**src/rtl/uart_burst_pkg.sv**
```systemverilog
// Shared types and helpers for the burst UART transmitter (and a future receiver).
package uart_burst_pkg;

  localparam int DATA_BITS = 8;

  typedef enum logic [2:0] {
    IDLE   = 3'd0,
    START  = 3'd1,
    DATA   = 3'd2,
    PARITY = 3'd3,
    STOP   = 3'd4,
    GAP    = 3'd5
  } tx_state_t;

  // A speed of zero would give a zero-length bit period, so it is promoted to 1.
  function automatic logic [7:0] eff_speed(input logic [7:0] speed);
    return (speed == 8'd0) ? 8'd1 : speed;
  endfunction

endpackage

```
**src/rtl/uart_burst_tx_baud_tick_gen.sv**
```systemverilog
// Bit-period timer: latches a period on load, then pulses tick on every
// period-th enabled cycle. Shared with the planned UART receiver.
module baud_tick_gen #(
  parameter int WIDTH = 18
) (
  input  logic             clk,
  input  logic             reset,
  input  logic             load,
  input  logic             enable,
  input  logic [WIDTH-1:0] period,
  output logic             tick
);

  logic [WIDTH-1:0] period_q;
  logic [WIDTH-1:0] count_q;

  assign tick = enable && (count_q == period_q - WIDTH'(1));

  // NOTE: state registers use non-blocking (<=) so every flop samples pre-edge values.
  always_ff @(posedge clk or posedge reset) begin
    if (reset) begin
      period_q <= '0;
      count_q  <= '0;
    end else if (load) begin
      period_q <= period;
      count_q  <= '0;
    end else if (enable) begin
      count_q <= tick ? '0 : count_q + WIDTH'(1);
    end
  end

endmodule

```
**src/rtl/uart_burst_tx.sv**
```systemverilog
// Burst UART transmitter: sends the snapshotted byte num_of_bytes times as 8N1
// frames. Define PARITY_EN to insert an even-parity bit between data and stop.
module uart_burst_tx
  import uart_burst_pkg::*;
#(
  parameter int CLK_FREQ        = 100_000_000,
  parameter int CYCLES_PER_UNIT = 651,
  parameter int IDLE_GAP_BITS   = 1
) (
  input  logic       clk,
  input  logic       reset,
  input  logic       start,
  input  logic [7:0] num,
  input  logic [7:0] speed,
  input  logic [7:0] num_of_bytes,
  output logic       tx,
  output logic       busy,
  output logic       done,
  output logic [7:0] byte_count
);

  localparam int TW = DATA_BITS + $clog2(CYCLES_PER_UNIT);

  if (CLK_FREQ <= 0 || CYCLES_PER_UNIT <= 0 || IDLE_GAP_BITS < 0) begin : g_bad_params
    $error("uart_burst_tx: CLK_FREQ and CYCLES_PER_UNIT must be positive, IDLE_GAP_BITS non-negative");
  end

  tx_state_t   state_q, state_d;
  logic [2:0]  idx_q, idx_d;
  logic [7:0]  gap_q, gap_d;
  logic [7:0]  data_q;
  logic [7:0]  nbytes_q;
  logic [7:0]  byte_count_q;
  logic        tx_q, tx_d;
  logic        zero_done_q;
  logic [TW-1:0] period_calc;
  logic        accept, load, tick, last_frame, stop_done;

  assign accept      = (state_q == IDLE) && start;
  assign load        = accept && (num_of_bytes != 8'd0);
  assign last_frame  = (byte_count_q + 8'd1) == nbytes_q;
  assign stop_done   = (state_q == STOP) && tick && last_frame;
  assign period_calc = TW'(eff_speed(speed)) * TW'(CYCLES_PER_UNIT);

  baud_tick_gen #(.WIDTH(TW)) u_baud (
    .clk    (clk),
    .reset  (reset),
    .load   (load),
    .enable (state_q != IDLE),
    .period (period_calc),
    .tick   (tick)
  );

  function automatic logic tx_level(input tx_state_t st, input logic [2:0] idx,
                                    input logic [7:0] data);
    case (st)
      START:   return 1'b0;
      DATA:    return data[idx];
`ifdef PARITY_EN
      PARITY:  return ^data;
`endif
      default: return 1'b1;
    endcase
  endfunction

  always_comb begin
    // NOTE: every next-state signal gets a default first so no latch is inferred.
    state_d = state_q;
    idx_d   = idx_q;
    gap_d   = gap_q;
    case (state_q)
      IDLE:  if (load) state_d = START;
      START: if (tick) begin
        state_d = DATA;
        idx_d   = 3'd0;
      end
      DATA:  if (tick) begin
        if (idx_q == 3'(DATA_BITS - 1))
`ifdef PARITY_EN
          state_d = PARITY;
`else
          state_d = STOP;
`endif
        else
          idx_d = idx_q + 3'd1;
      end
`ifdef PARITY_EN
      PARITY: if (tick) state_d = STOP;
`endif
      STOP:  if (tick) begin
        if (last_frame)              state_d = IDLE;
        else if (IDLE_GAP_BITS == 0) state_d = START;
        else begin
          state_d = GAP;
          gap_d   = 8'd0;
        end
      end
      GAP:   if (tick) begin
        if (int'(gap_q) == IDLE_GAP_BITS - 1) state_d = START;
        else                                  gap_d   = gap_q + 8'd1;
      end
      default: state_d = IDLE;
    endcase
    // tx is registered from the next state so the line changes cleanly on the edge.
    tx_d = tx_level(state_d, idx_d, data_q);
  end

  always_ff @(posedge clk or posedge reset) begin
    if (reset) begin
      state_q      <= IDLE;
      idx_q        <= '0;
      gap_q        <= '0;
      data_q       <= '0;
      nbytes_q     <= '0;
      byte_count_q <= '0;
      tx_q         <= 1'b1;
      zero_done_q  <= 1'b0;
    end else begin
      state_q     <= state_d;
      idx_q       <= idx_d;
      gap_q       <= gap_d;
      tx_q        <= tx_d;
      zero_done_q <= accept && (num_of_bytes == 8'd0);
      if (accept)
        byte_count_q <= 8'd0;
      else if (state_q == STOP && tick)
        byte_count_q <= byte_count_q + 8'd1;
      if (load) begin
        data_q   <= num;
        nbytes_q <= num_of_bytes;
      end
    end
  end

  assign tx         = tx_q;
  assign busy       = (state_q != IDLE);
  assign done       = stop_done || zero_done_q;
  assign byte_count = byte_count_q;

endmodule

```
**config.mk**
```make
export PLATFORM = sky130hd
export DESIGN_NAME = uart_burst_tx
export DESIGN_NICKNAME = d
export VERILOG_FILES = /design/src/rtl/uart_burst_pkg.sv /design/src/rtl/uart_burst_tx_baud_tick_gen.sv /design/src/rtl/uart_burst_tx.sv
export SDC_FILE = /design/constraint.sdc
export NUM_CORES = 1
export LEC_CHECK = 0
export ABC_AREA = 1
export BUFFER_PORTS_ARGS = -buffer_cell sky130_fd_sc_hd__buf_2
export CAP_MARGIN = 10
export CORE_ASPECT_RATIO = 0.7
export CORE_MARGIN = 1
export CORE_UTILIZATION = 30
export CTS_CLUSTER_DIAMETER = 120
export DETAILED_ROUTE_END_ITERATION = 10
export GPL_ROUTABILITY_DRIVEN = 0
export GPL_TIMING_DRIVEN = 0
export MAX_ROUTING_LAYER = met4
export PLACE_DENSITY = 0.46
export SLEW_MARGIN = 0
export SYNTH_ARGS = -nofsm -noshare
export SYNTH_HDL_FRONTEND = slang
export SYNTH_SLANG_ARGS = --single-unit
```
**constraint.sdc**
```tcl
create_clock -name clk -period 3.85 [get_ports clk]
set_input_delay 0.385 -clock clk [delete_from_list [all_inputs] [get_ports clk]]
set_output_delay 0.385 -clock clk [all_outputs]
set_load 0.1 [all_outputs]
```
-- Yosys cells after proc, flatten, opt, wreduce, memory -nomap -nowiden
Cells that the tools add are included.
- register bits: 76
- logic and storage cells: 74
- bits of input ports: 27
- output and inout port bits: 11
- multiply operators: 1
- reduce and logical (&&, ||, !) cells: 17
- eq/ne operators: 13
- multiplexer cells: 27
- $lt $le $gt $ge: 1
- $add $sub $neg: 5
- operator list (operator ; number):
    two-way mux 8 bit ; 7
    two-way mux 18 bit ; 3
    two-way mux 3 bit ; 11
    zero test 8 bit ; 3
    adder 18 x 1 -> 18 bit, second input constant ; 1
    == test 18 bit ; 1
    multiplier 8 x 10 -> 18 bit, second input constant ; 1
    subtractor 18 x 1 -> 18 bit, second input constant ; 1
    adder 8 x 1 -> 8 bit, second input constant ; 2
    case mux 8 bit (2 select lines) ; 1
    case mux 3 bit (5 select lines) ; 1
    == test 3 bit, second input constant ; 3
    == test 8 bit ; 1
    inequality test 2 bit, second input constant ; 4
    nonzero test 8 bit ; 1
    == test 3 x 1 -> 1 bit, second input constant ; 2
    == test 3 x 2 -> 1 bit, second input constant ; 2
    logical AND 1 bit ; 6
    case mux 3 bit (2 select lines) ; 1
    nonzero test 2 bit ; 3
    AND reduction 5 bit ; 1
    < comparator 3 x 4 -> 1 bit, second input constant ; 1
    adder 3 x 1 -> 3 bit, second input constant ; 1
    binary-select mux 1 bit (select 3 bit) ; 1
    other kinds (5) ; 5

-- Logic depth before layout (Yosys ltp)
Gate-level depths: netlist (run 1).
- depth after elaboration: 8
- gate-level depth with buffers: 28

-- By module
From an unflattened synthesis (run 1), not the netlist that was laid out.
- cells, all modules: 880
- area total of the unflattened synthesis: 6319.8 µm²
- by module, submodules not included (module ; times used ; cells an instance ; area each (µm²)):
    uart_burst_tx ; 1 ; 507 ; 3708.6
    baud_tick_gen ; 1 ; 373 ; 2611.3

-- Worst setup path after synthesis (run 1)
OpenSTA, ideal clock, no wires.
- path kind: input to register
- start point: input port speed[6]
- end point: register u_baud.period_q[12]
- required time: 3.714 ns
- slack: -0.557 ns
- arrival time: 4.271 ns
- path buffers: 0
- cell stages on the path: 28
- path through: inv_1 > ha_1 > nand2_1 > nor3_1 > nand3_1 > nand2_1 > inv_1 > ha_1 > ha_1 > ha_1 > inv_1 > fa_1 > inv_1 > ha_1 > a21oi_1 > nand2_1 > nand2_1 > inv_1 > or2_2 > a21oi_1 > nor2_1 > o21ai_0 > nand2_1 > nand2_1 > nand2_1 > a21oi_1 > xor2_1 > o21ai_0
- word-level cells in the longest chain between the ends: 3
- ends and longest elaborated chain (what ; line ; text):
    start, declared ; uart_burst_tx.sv:14 ; input logic [7:0] speed,
    zero test 8 bit ; uart_burst_pkg.sv:17 ; return (speed == 8'd0) ? 8'd1 : speed;
    two-way mux 8 bit (*) ; uart_burst_pkg.sv:17 ;
    multiplier 8 x 10 -> 18 bit (*) ; uart_burst_tx.sv:43 ; assign period_calc = TW'(eff_speed(speed)) * TW'(CYCLES_PER_UNIT);
    end signal, assigned ; uart_burst_tx_baud_tick_gen.sv:25 ; period_q <= period;
    end, declared ; uart_burst_tx_baud_tick_gen.sv:14 ; logic [WIDTH-1:0] period_q;
Mark *: on every way between the ends. The rest lies on a longest branch, timed or not.
A chain may end at the register's enable or synchronous reset.

-- Worst setup path in the final report (run 1)
- start point: input port speed[3]
- end point: register u_baud.period_q[12]
The elaborated chain is that of the path after synthesis.

==> results.py, run 1 <==
metrics = {
    "clock_network": {
        "clk_pin_slew_worst_paths_ns": 0.07,
        "numCtsBuffers": 9,
        "h-tree-depth": 3,
        "clk_latency_ns": 0.35,
        "root_buffer": "clkbuf_16",
        "cts.sinks": 76,
        "cts_tree": "done",
        "clockBufferDepth": 2,
        "holdBufCountCts": 0,
    },
    "timing": {
        "tightestPinTransition_ns": 0.830,
        "fin_ws_ns": -0.160,
        "post-route-period-util": 1.04,
        "finClkSkew_ns": 0.00910,
        "max_freq_mhz": 249,
        "finalMaxSlewViolations": 0,
        "hold_violations": 0,
        "setup_violations": 1,
        "timing.final.crit_period_ns": 4.01,
        "relSlewSlack": 0.442,
        "rsz0062_at_grt": "yes",
        "setup_tns_ns": -0.160,
    },
    "grt": {
        "grt-ovfl-total": 0,
        "grt_max_degree": 47,
        "grtUsageTotal": 0.184,
        "grt_pass1_vias": 5548,
        "grt_pass1_wl_um": 29800,
        "grt_antenna_before_repair": 0,
    },
    "critical_path": {
        "arrival_ns": 4.22,
        "required_ns": 4.06,
        "cp_max_fo": 4,
        "cpMostUsedCell": "ha_4",
        "path_buf_inv": 6,
        "end_kind": "register",
        "r2r_start": "u_baud.period_q[0]",
        "cp-start-kind": "input port",
        "crit_family": "adder cells",
        "slowest_delay_ns": 0.48,
        "critPathSlowestCell": "fa_1",
        "startpoint": "speed[3]",
        "worstSetupPathType": "in2reg",
    },
    "placement": {
        "io_buffers": 37,
        "placed_area_sq_um": 6970,
        "dpl.hpwl_um": 13900,
        "dpl_worst_slack_ns": -0.917,
    },
    "final_layout": {
        "fin_nets": 1048,
        "diodes": 0,
        "drive_gt1_frac": 0.207,
        "finish.instance_area_sq_um": 7900,
        "area_growth_pct": 26.0,
    },
    "route": {
        "via_per_inst": 4.66,
        "wire_per_inst_um": 14.6,
        "antenna_left": 0,
        "drt_wl_total_um": 18000,
        "vias": 5747,
        "drtIter0Drc": 363,
        "drc": 0,
        "drtPass1Iterations": 5,
    },
    "power_and_ir_drop": {
        "power.switching_uw": 2240,
        "p_comb_frac": 0.526,
        "p_sw_frac": 0.486,
        "power_uw": 4610,
        "leakage_uw": 0.00385,
        "powerDensity_nw_per_um2": 583,
        "seqPwrFrac": 0.283,
        "clockPowerShare": 0.190,
        "vdd_drop_max_mv": 0.235,
        "internal_power_uw": 2370,
    },
    "synthesis": {
        "syn-cell-area_sq_um": 6270,
        "ys_ff_latch": 76,
        "synthesis.nets": 968,
        "synthFlopType": "dfrtp_1",
        "async_flop_share": 1.00,
        "ys_seq_area_frac": 0.303,
        "synth_warnings": 0,
        "synth-edff-count": 0,
        "synth.distinct_cells": 48,
        "synth_cells": 878,
        "avgSynthCellArea_sq_um": 7.14,
    },
    "floorplan": {
        "fp.dieH_um": 123,
        "start_util": 0.312,
        "io_pins": 38,
        "die_area_sq_um": 21500,
        "die_w_um": 175,
        "core_sq_um": 20100,
        "row_count": 43,
    },
    "min_path": {
        "hp-class": "in2async",
    },
    "status": {
        "violations": "negative setup slack",
        "status": "finished, violations left",
    },
    "flow_run": {
        "maxCapViolations": 0,
    },
}
routing by layer:
metal / up-vias / track usage / share of wire / routed length [um]
li1: 3004 / - / - / -
met3: 7 / 0.0314 / 0.041 / 729
met1: 2642 / 0.293 / 0.58 / 10500
met2: 94 / 0.236 / 0.37 / 6680
met4: 0 / 0.0293 / 0.0043 / 77
met5: - / - / 0 / 0
power by group through the flow:
stage               Sequential, uW  Clock (uW)  Combinational (uW)
detailed placement            1320           0                2170
CTS                           1300         901                2300
floorplan                     1470           0                1490
global route                  1340         936                2740
global placement              1320           0                2180
finish                        1310         876                2420
area by class of cell:
cell class                 count  area, sq um
clock inverter                 7         76.3
clock buffer                   9          225
inverter                     142          576
fill                        2178        12200
timing repair buffer          69          524
tap                          270          338
multi-input combinational    648         4210
buffer                        12         46.3
sequential                    76         1900
timing repair:
| item | 4_1_cts | 5_1_grt |
|---|---|---|
| pin swaps | 33 | 37 |
| gates resized for setup | 40 | 56 |
| gates cloned | 0 | 0 |
| setup endpoints to repair | 5 | 9 |
| endpoints found under the hold margin | 0 | 0 |
| buffers inserted | 32 | 13 |
logic make-up (layout without fill, tap and decap cells):
kind of cell	count (synthesis)	in the layout	synth area share
and+or+nand+nor	442	442	0.316
buffers and inverters	154	239	0.0924
AOI/OAI and AO/OA	103	103	0.0958
DFF	76	76	0.303
adders and majority gates	63	63	0.136
xor gates and xnor gates	39	39	0.0545
muxes	1	1	0.00160
cell usage in the layout (no fill, tap or decap), types with 4 or more instances in the layout:
cell	n
nand2_1	214
inv_1	125
nor2_1	82
dfrtp_1	75
nand3_1	48
o21ai_0	38
ha_1	35
buf_2	33
xor2_1	28
buf_4	24
nand2_2	17
o22ai_1	17
ha_4	17
nand4_1	15
a21oi_1	14
xnor2_1	11
nand3_2	10
nor2_2	10
nor3_1	10
clkbuf_16	9
clkbuf_1	8
inv_2	8
fa_1	7
buf_6	7
nor4_1	6
a21oi_2	6
nand2_4	6
nand3b_1	6
inv_4	5
o31ai_1	4
nor2_4	4
o21ai_1	4
nand3_4	4
per-stage QoR:
step	hold slack [ns]	cells	util
2_1_floorplan	0.461	878	-
3_3_place_gp	0.490	1185	0.345
3_5_place_dp	0.422	1186	0.346
4_1_cts	0.0460	1234	0.381
5_1_grt	0.0738	1233	0.393
6_report	0.0325	1233	0.393
final timing paths:
kind / cells past startpoint / slack (ns) / endpoint
max in group asynchronous: 3 / 3.24 / u_baud.period_q[4]
worst max register to register: 20 / 0.90 / tx
worst max-delay path: 29 / -0.16 / u_baud.period_q[12]
min in group clk: 3 / 0.23 / data_q[6]
worst min-delay path: 2 / 0.03 / byte_count[0]
worst min register to register: 2 / 0.50 / nbytes_q[1]
sequential cells by signal (all words and copies together) (netlist names):
signal           flops
data_q               8
tx                   1
u_baud.count_q      18
state_q              3
gap_q                8
nbytes_q             8
byte_count           8
zero_done_q          1
idx_q                3
u_baud.period_q     18
Yosys cell counts (all sizes together) (2+ instances only):
cell | count | share of area
clkbuf | 8 | 0.0048
o31ai | 4 | 0.0048
dfrtp | 75 | 0.30
a21oi | 21 | 0.017
or2 | 6 | 0.0060
inv | 141 | 0.084
nor4 | 6 | 0.0060
nand3 | 62 | 0.056
fa | 9 | 0.029
nor2 | 96 | 0.065
o32ai | 3 | 0.0042
buf | 4 | 0.0026
nand4 | 15 | 0.015
o22ai | 17 | 0.017
a31o | 2 | 0.0028
nand3b | 6 | 0.0072
xor2 | 28 | 0.039
o21ai | 45 | 0.036
nor3 | 12 | 0.0096
ha | 54 | 0.11
nand2 | 237 | 0.15
and2 | 2 | 0.0020
xnor2 | 11 | 0.015
Power figures use the tool's default switching activity.
==> run 2, diff against run 1 <==
Settings changed: ABC_AREA 1 to default, CORE_ASPECT_RATIO 0.7 to 1.75, CORE_UTILIZATION 30 to 35, PLACE_DENSITY 0.46 to 0.52.
==> run 2 against run 1 <==
Net effect: the flow still finishes with violations (negative setup slack); clock-buffer cell count up 1; worst setup slack better by 0.089 ns; sequential share of layout area up 2.1 points; area after synthesis down 4.5%; clock power down 4.2%; synthesized cell count down 19%; clock skew down 0.0014 ns; die area down 18%; routed wire length down 11%; critical path type unchanged.
==> results.py, run 2 <==
metrics = {
    "grt": {
        "grt_pass1_wl_um": 26900,
        "grt_pass1_vias": 5599,
        "grt-ovfl-total": 0,
        "grt_antenna_before_repair": 0,
        "grtUsageTotal": 0.201,
        "grt_max_degree": 59,
    },
    "power_and_ir_drop": {
        "power.switching_uw": 609,
        "vdd_drop_max_mv": 0.207,
        "power_uw": 2160,
        "leakage_uw": 0.00331,
        "internal_power_uw": 1550,
        "clockPowerShare": 0.389,
        "p_comb_frac": 0.240,
        "p_sw_frac": 0.283,
        "powerDensity_nw_per_um2": 296,
        "seqPwrFrac": 0.371,
    },
    "final_layout": {
        "drive_gt1_frac": 0.181,
        "layout_commonest_cell": "nand2_1",
        "reg.largest.list": "u_baud.count_q (18), u_baud.period_q (18)",
        "layout_common_cells": "92 x nand2_1, 73 x dfrtp_1, 66 x o21ai_0, 46 x nor2_1, 44 x ha_1",
        "finish.instance_area_sq_um": 7280,
        "fin_nets": 871,
        "ff_latch_area_sq_um": 1910,
        "nFillCells": 1711,
        "final_core_util": 0.439,
        "multi_input_area_sq_um": 4070,
        "area_growth_pct": 21.6,
        "diodes": 0,
    },
    "clock_network": {
        "root_buffer": "clkbuf_16",
        "clk_latency_ns": 0.34,
        "clockBufferDepth": 2,
        "cts.sinks": 76,
        "numCtsBuffers": 9,
        "h-tree-depth": 3,
        "clk_pin_slew_worst_paths_ns": 0.06,
        "cts_tree": "done",
    },
    "critical_path": {
        "required_ns": 4.12,
        "cp_max_fo": 6,
        "critPathSlowestCell": "or4b_4",
        "worstSetupPathType": "in2reg",
        "slowest_delay_ns": 0.49,
        "end_kind": "register",
        "crit_chain": "buf_12, nor4_4, and3_4, nor2_4, ha_4, ha_4, ha_4, inv_2, fa_1, inv_2, ha_4, a21o_1, a21oi_2, o21bai_1, a21oi_2, o21bai_1, a21oi_2, o21ai_2, a211oi_2, or4b_4, nand3_2",
        "cpMostUsedCell": "ha_4",
        "cp-start-kind": "input port",
        "r2r_setup_slack_ns": 0.14,
        "arrival_ns": 4.20,
    },
    "synthesis": {
        "synth.area.top_cells": "dfrtp_1 31%, ha_1 11%, o21ai_0 5.9%",
        "synthFlopType": "dfrtp_1",
        "synth.distinct_cells": 64,
        "synth_warnings": 0,
        "yosys.area.top_type": "dfrtp_1",
        "synth_common_cells": "92 x nand2_1, 75 x dfrtp_1, 70 x o21ai_0",
        "async_flop_share": 1.00,
        "synthesis.nets": 801,
        "avgSynthCellArea_sq_um": 8.42,
        "synth-edff-count": 0,
        "syn-cell-area_sq_um": 5990,
        "synth_cells": 711,
        "synth_most_common_cell": "nand2_1",
        "netlist.area_leader.share": 0.313,
        "ys_ff_latch": 76,
        "ys_seq_area_frac": 0.318,
    },
    "route": {
        "antenna_left": 0,
        "drt_wl_total_um": 16000,
        "vias": 5459,
        "wirelength_met1_um": 5870,
        "via_per_inst": 5.40,
        "wire_per_inst_um": 15.9,
        "drc": 0,
        "routed-wl-met2_um": 9270,
        "top_layer_used": "met4",
        "drtPass1Iterations": 5,
        "drtIter0Drc": 232,
        "wl_met3_um": 403,
    },
    "floorplan": {
        "start_util": 0.361,
        "fp.dieH_um": 175,
        "die_w_um": 101,
        "die_area_sq_um": 17700,
        "io_pins": 38,
        "row_count": 62,
        "core_sq_um": 16600,
    },
    "timing": {
        "tightestPinTransition_ns": 0.836,
        "hold_violations": 0,
        "timing.final.crit_period_ns": 3.92,
        "finalMaxSlewViolations": 0,
        "max_freq_mhz": 255,
        "setup_violations": 2,
        "relSlewSlack": 0.443,
        "finClkSkew_ns": 0.00769,
        "post-route-period-util": 1.02,
        "rsz0062_at_grt": "yes",
        "setup_tns_ns": -0.0998,
        "fin_ws_ns": -0.0713,
    },
    "placement": {
        "dpl.hpwl_um": 12700,
        "placed_area_sq_um": 6620,
        "dpl_worst_slack_ns": -0.772,
        "io_buffers": 37,
    },
    "flow_run": {
        "maxCapViolations": 0,
    },
    "status": {
        "status": "finished, violations left",
        "violations": "negative setup slack",
    },
    "min_path": {
        "hp-class": "in2reg",
    },
}
==> run 2: cell count changes in the layout (fill, tap and decap cells not counted), moves of 17 or more <==
cell | previous run | this run
and3_1 | 0 | 17
inv_1 | 125 | 39
nand2_1 | 214 | 92
nand2_2 | 17 | 0
nor2_1 | 82 | 46
o21ai_0 | 38 | 66
o22ai_1 | 17 | 0
==> run 2: worst max-delay path, delay by kind of cell <==
family | cells | cell delay, ns
AOI/OAI and AO/OA | 8 | 0.99
adders and majority gates | 5 | 1.48
buffers and inverters | 3 | 0.18
and+or+nand+nor | 5 | 1.14
==> run 2: routing by layer <==
layer,track usage,up-vias
met1,0.192,2621
li1,-,2690
met5,-,-
met3,0.0236,30
met2,0.391,118
met4,0.0851,0
==> run 2: logic make-up after synthesis <==
family / Yosys count / share of synthesized area
buf+inv: 77 / 0.0499
mux: 4 / 0.00752
flops: 76 / 0.318
xor+xnor: 47 / 0.0688
compound gates: 163 / 0.175
simple gates: 281 / 0.238
fa+ha+maj: 63 / 0.143
==> run 2: power by group through the flow <==
stage          sequential (uW)  combinational (uW)  clock (uW)
2_1_floorplan              813                 347           0
3_3_place_gp               814                 440           0
3_5_place_dp               813                 448           0
4_1_cts                    799                 498         858
5_1_grt                    798                 599         890
6_report                   799                 518         839
==> run 2: what timing repair did <==
action	4_1_cts	5_1_grt
pin swaps	18	20
endpoints found under the setup margin	32	20
hold endpoints to repair	16	0
buffers inserted	13	8
hold buffers	1	0
gates resized for setup	37	18
==> run 2: worst paths after layout <==
check	startpoint	to	depth (start not counted)
max	speed[5]	u_baud.period_q[17]	21
min	num[0]	data_q[0]	3
max reg2reg	u_baud.period_q[1]	tx	12
min reg2reg	data_q[1]	data_q[1]	2
max in group asynchronous	reset	tx	4
min in group asynchronous	reset	idx_q[1]	3
==> run 2: final cells by class <==
cell class	count	area share
multi-input combinational	558	0.559
sequential	76	0.262
timing repair buffer	60	0.0576
tap	224	0.0385
clock buffer	10	0.0314
inverter	47	0.0246
buffer	29	0.0179
clock inverter	6	0.00893
==> run 2: metrics by stage <==
stage          hold WS (ns)  cells
6_report              0.236   1010
5_1_grt               0.240   1010
4_1_cts               0.230   1002
3_5_place_dp          0.354    973
3_3_place_gp          0.470    972
2_1_floorplan         0.438    711
==> run 3, diff against run 2 <==
Settings changed: PLACE_DENSITY 0.52 to 0.54, SETUP_SLACK_MARGIN from default to 0.02.
Clock period 3.85 ns to 3.43 ns, I/O delays scaled along.
==> run 3 against run 2 <==
Net effect: the flow still finishes with violations (negative setup slack); power grew 18%; largest cell class unchanged; sequential share of layout area shrank 0.90 points; routed wire length up 1.6%; clock power grew 25%.
==> results.py, run 3 (synthesis results as in run 2) <==
metrics = {
    "critical_path": {
        "cp_max_fo": 5,
        "required_ns": 3.71,
        "crit_chain": "buf_8, nor4_4, and3_4, nor2_4, ha_4, ha_4, ha_4, inv_2, fa_1, inv_2, ha_4, a21o_1, a21oi_2, o21bai_1, a21oi_2, o21bai_1, a21oi_2, o21ai_2, a211oi_2, or4b_4, nand3_2",
        "cpMostUsedCell": "ha_4",
        "worstSetupPathType": "in2reg",
        "end_kind": "register",
        "slowest_delay_ns": 0.49,
        "critPathCapture": "u_baud.period_q[17]",
        "r2r_cells": 14,
        "arrival_ns": 4.12,
        "critPathSlowestCell": "or4b_4",
        "r2r_start": "u_baud.period_q[0]",
        "r2r_setup_slack_ns": -0.10,
        "regToRegEndpoint": "tx",
        "startpoint": "speed[4]",
        "cp-start-kind": "input port",
    },
    "grt": {
        "grt-ovfl-total": 0,
        "grt_max_degree": 61,
        "grt_antenna_before_repair": 0,
        "grt_pass1_vias": 5741,
        "grtUsageTotal": 0.202,
        "grt_pass1_wl_um": 26900,
    },
    "floorplan": {
        "die_area_sq_um": 17700,
        "row_count": 62,
        "fp.dieH_um": 175,
        "die_w_um": 101,
        "io_pins": 38,
        "start_util": 0.361,
        "core_sq_um": 16600,
    },
    "clock_network": {
        "cts.sinks": 76,
        "clockBufferDepth": 2,
        "cts_tree": "done",
        "clk_pin_slew_worst_paths_ns": 0.06,
        "root_buffer": "clkbuf_16",
        "clk_latency_ns": 0.34,
        "numCtsBuffers": 9,
        "h-tree-depth": 3,
    },
    "flow_run": {
        "maxCapViolations": 0,
    },
    "final_layout": {
        "final_cells": 1027,
        "fin_nets": 889,
        "drive_gt1_frac": 0.212,
        "diodes": 0,
        "reg.largest.list": "u_baud.count_q (18), u_baud.period_q (18)",
        "final_core_util": 0.454,
        "layout_common_cells": "92 x nand2_1, 75 x dfrtp_1, 62 x o21ai_0, 46 x ha_1, 45 x nor2_1",
        "nFillCells": 1679,
        "area_growth_pct": 25.8,
        "layout_commonest_cell": "nand2_1",
    },
    "status": {
        "status": "finished, violations left",
        "violations": "negative setup slack",
    },
    "power_and_ir_drop": {
        "clockPowerShare": 0.413,
        "power.switching_uw": 684,
        "powerDensity_nw_per_um2": 337,
        "seqPwrFrac": 0.353,
        "vdd_drop_max_mv": 0.236,
        "internal_power_uw": 1850,
        "leakage_uw": 0.00347,
        "p_comb_frac": 0.234,
        "p_sw_frac": 0.270,
    },
    "route": {
        "antenna_left": 0,
        "drtIter0Drc": 269,
        "via_per_inst": 5.36,
        "drc": 0,
        "vias": 5501,
        "wire_per_inst_um": 15.9,
        "drtPass1Iterations": 4,
        "drt_wl_total_um": 16300,
    },
    "timing": {
        "max_freq_mhz": 260,
        "setup_violations": 10,
        "hold_ws_ns": 0.192,
        "post-route-period-util": 1.12,
        "finalMaxSlewViolations": 0,
        "tightestPinTransition_ns": 0.772,
        "timing.final.crit_period_ns": 3.84,
        "finClkSkew_ns": 0.00954,
        "rsz0062_at_grt": "yes",
        "fin_ws_ns": -0.409,
        "relSlewSlack": 0.485,
        "hold_violations": 0,
    },
    "placement": {
        "dpl.hpwl_um": 12600,
        "dp_cells": 973,
        "io_buffers": 37,
    },
    "min_path": {
        "hp-class": "in2reg",
    },
}
[run 3: changes by cell type in the layout (fill, tap and decap cells not counted), sizes merged]
cell / delta
clkinvlp: -3
buf: +18
clkbuf: +1
bufinv: +1
[run 3: critical path: cells and delay by family]
family          cells  cell delay (ns)
simple gates        5             1.13
fa+ha+maj           5             1.47
compound gates      8             0.98
buf+inv             3             0.18
[run 3: cell type report]
class,instances,area [sq um],share of cell area
well taps,224,280,0.0372
inverters,47,179,0.0238
repair buffers,78,571,0.0758
flip-flops and latches,76,1900,0.253
plain buffers,29,134,0.0178
clock inverters,4,72.6,0.00964
multi-input cells,558,4140,0.550
clock buffers,11,253,0.0336
[run 3: repair_timing]
| action | in CTS | in global routing |
|---|---|---|
| gates resized for setup | 53 | 20 |
| hold endpoints to repair | 16 | 0 |
| setup endpoints to repair | 44 | 32 |
| hold buffers | 1 | 0 |
| pin swaps | 33 | 24 |
| setup buffers | 28 | 11 |
[run 3: power groups by stage]
| stage | clock network, uW | logic (uW) | registers (uW) |
|---|---|---|---|
| after global placement | 0 | 492 | 913 |
| after floorplan | 0 | 390 | 913 |
| after CTS | 1070 | 599 | 897 |
| after detailed placement | 0 | 499 | 913 |
| final | 1050 | 593 | 897 |
| after global routing | 1110 | 678 | 896 |
[run 3: worst min path at each step]
stage | startpoint | to | depth (start not counted)
CTS | num[2] | data_q[2] | 3
global route | num[0] | data_q[0] | 3
detailed placement | reset | gap_q[4] | 2
global placement | gap_q[7] | gap_q[7] | 1
floorplan | data_q[0] | data_q[0] | 2
finish | num[2] | data_q[2] | 3
[run 3: routing by layer]
| layer | GRT usage | part of all wire |
|---|---|---|
| met4 | 0.114 | 0.041 |
| met1 | 0.185 | 0.36 |
| met3 | 0.0224 | 0.019 |
| met5 | - | 0 |
| met2 | 0.391 | 0.58 |
[run 3: metrics by stage]
step | cell area, sq um | total power (uW) | setup slack, ns | setup TNS, ns
2_1_floorplan | 6130 | 1300 | -0.591 | -2.83
5_1_grt | 7530 | 2680 | -0.530 | -3.52
3_5_place_dp | 6630 | 1410 | -1.15 | -13.67
4_1_cts | 7380 | 2560 | -0.405 | -2.47
3_3_place_gp | 6600 | 1410 | -1.12 | -11.82
6_report | 7530 | 2540 | -0.409 | -2.08
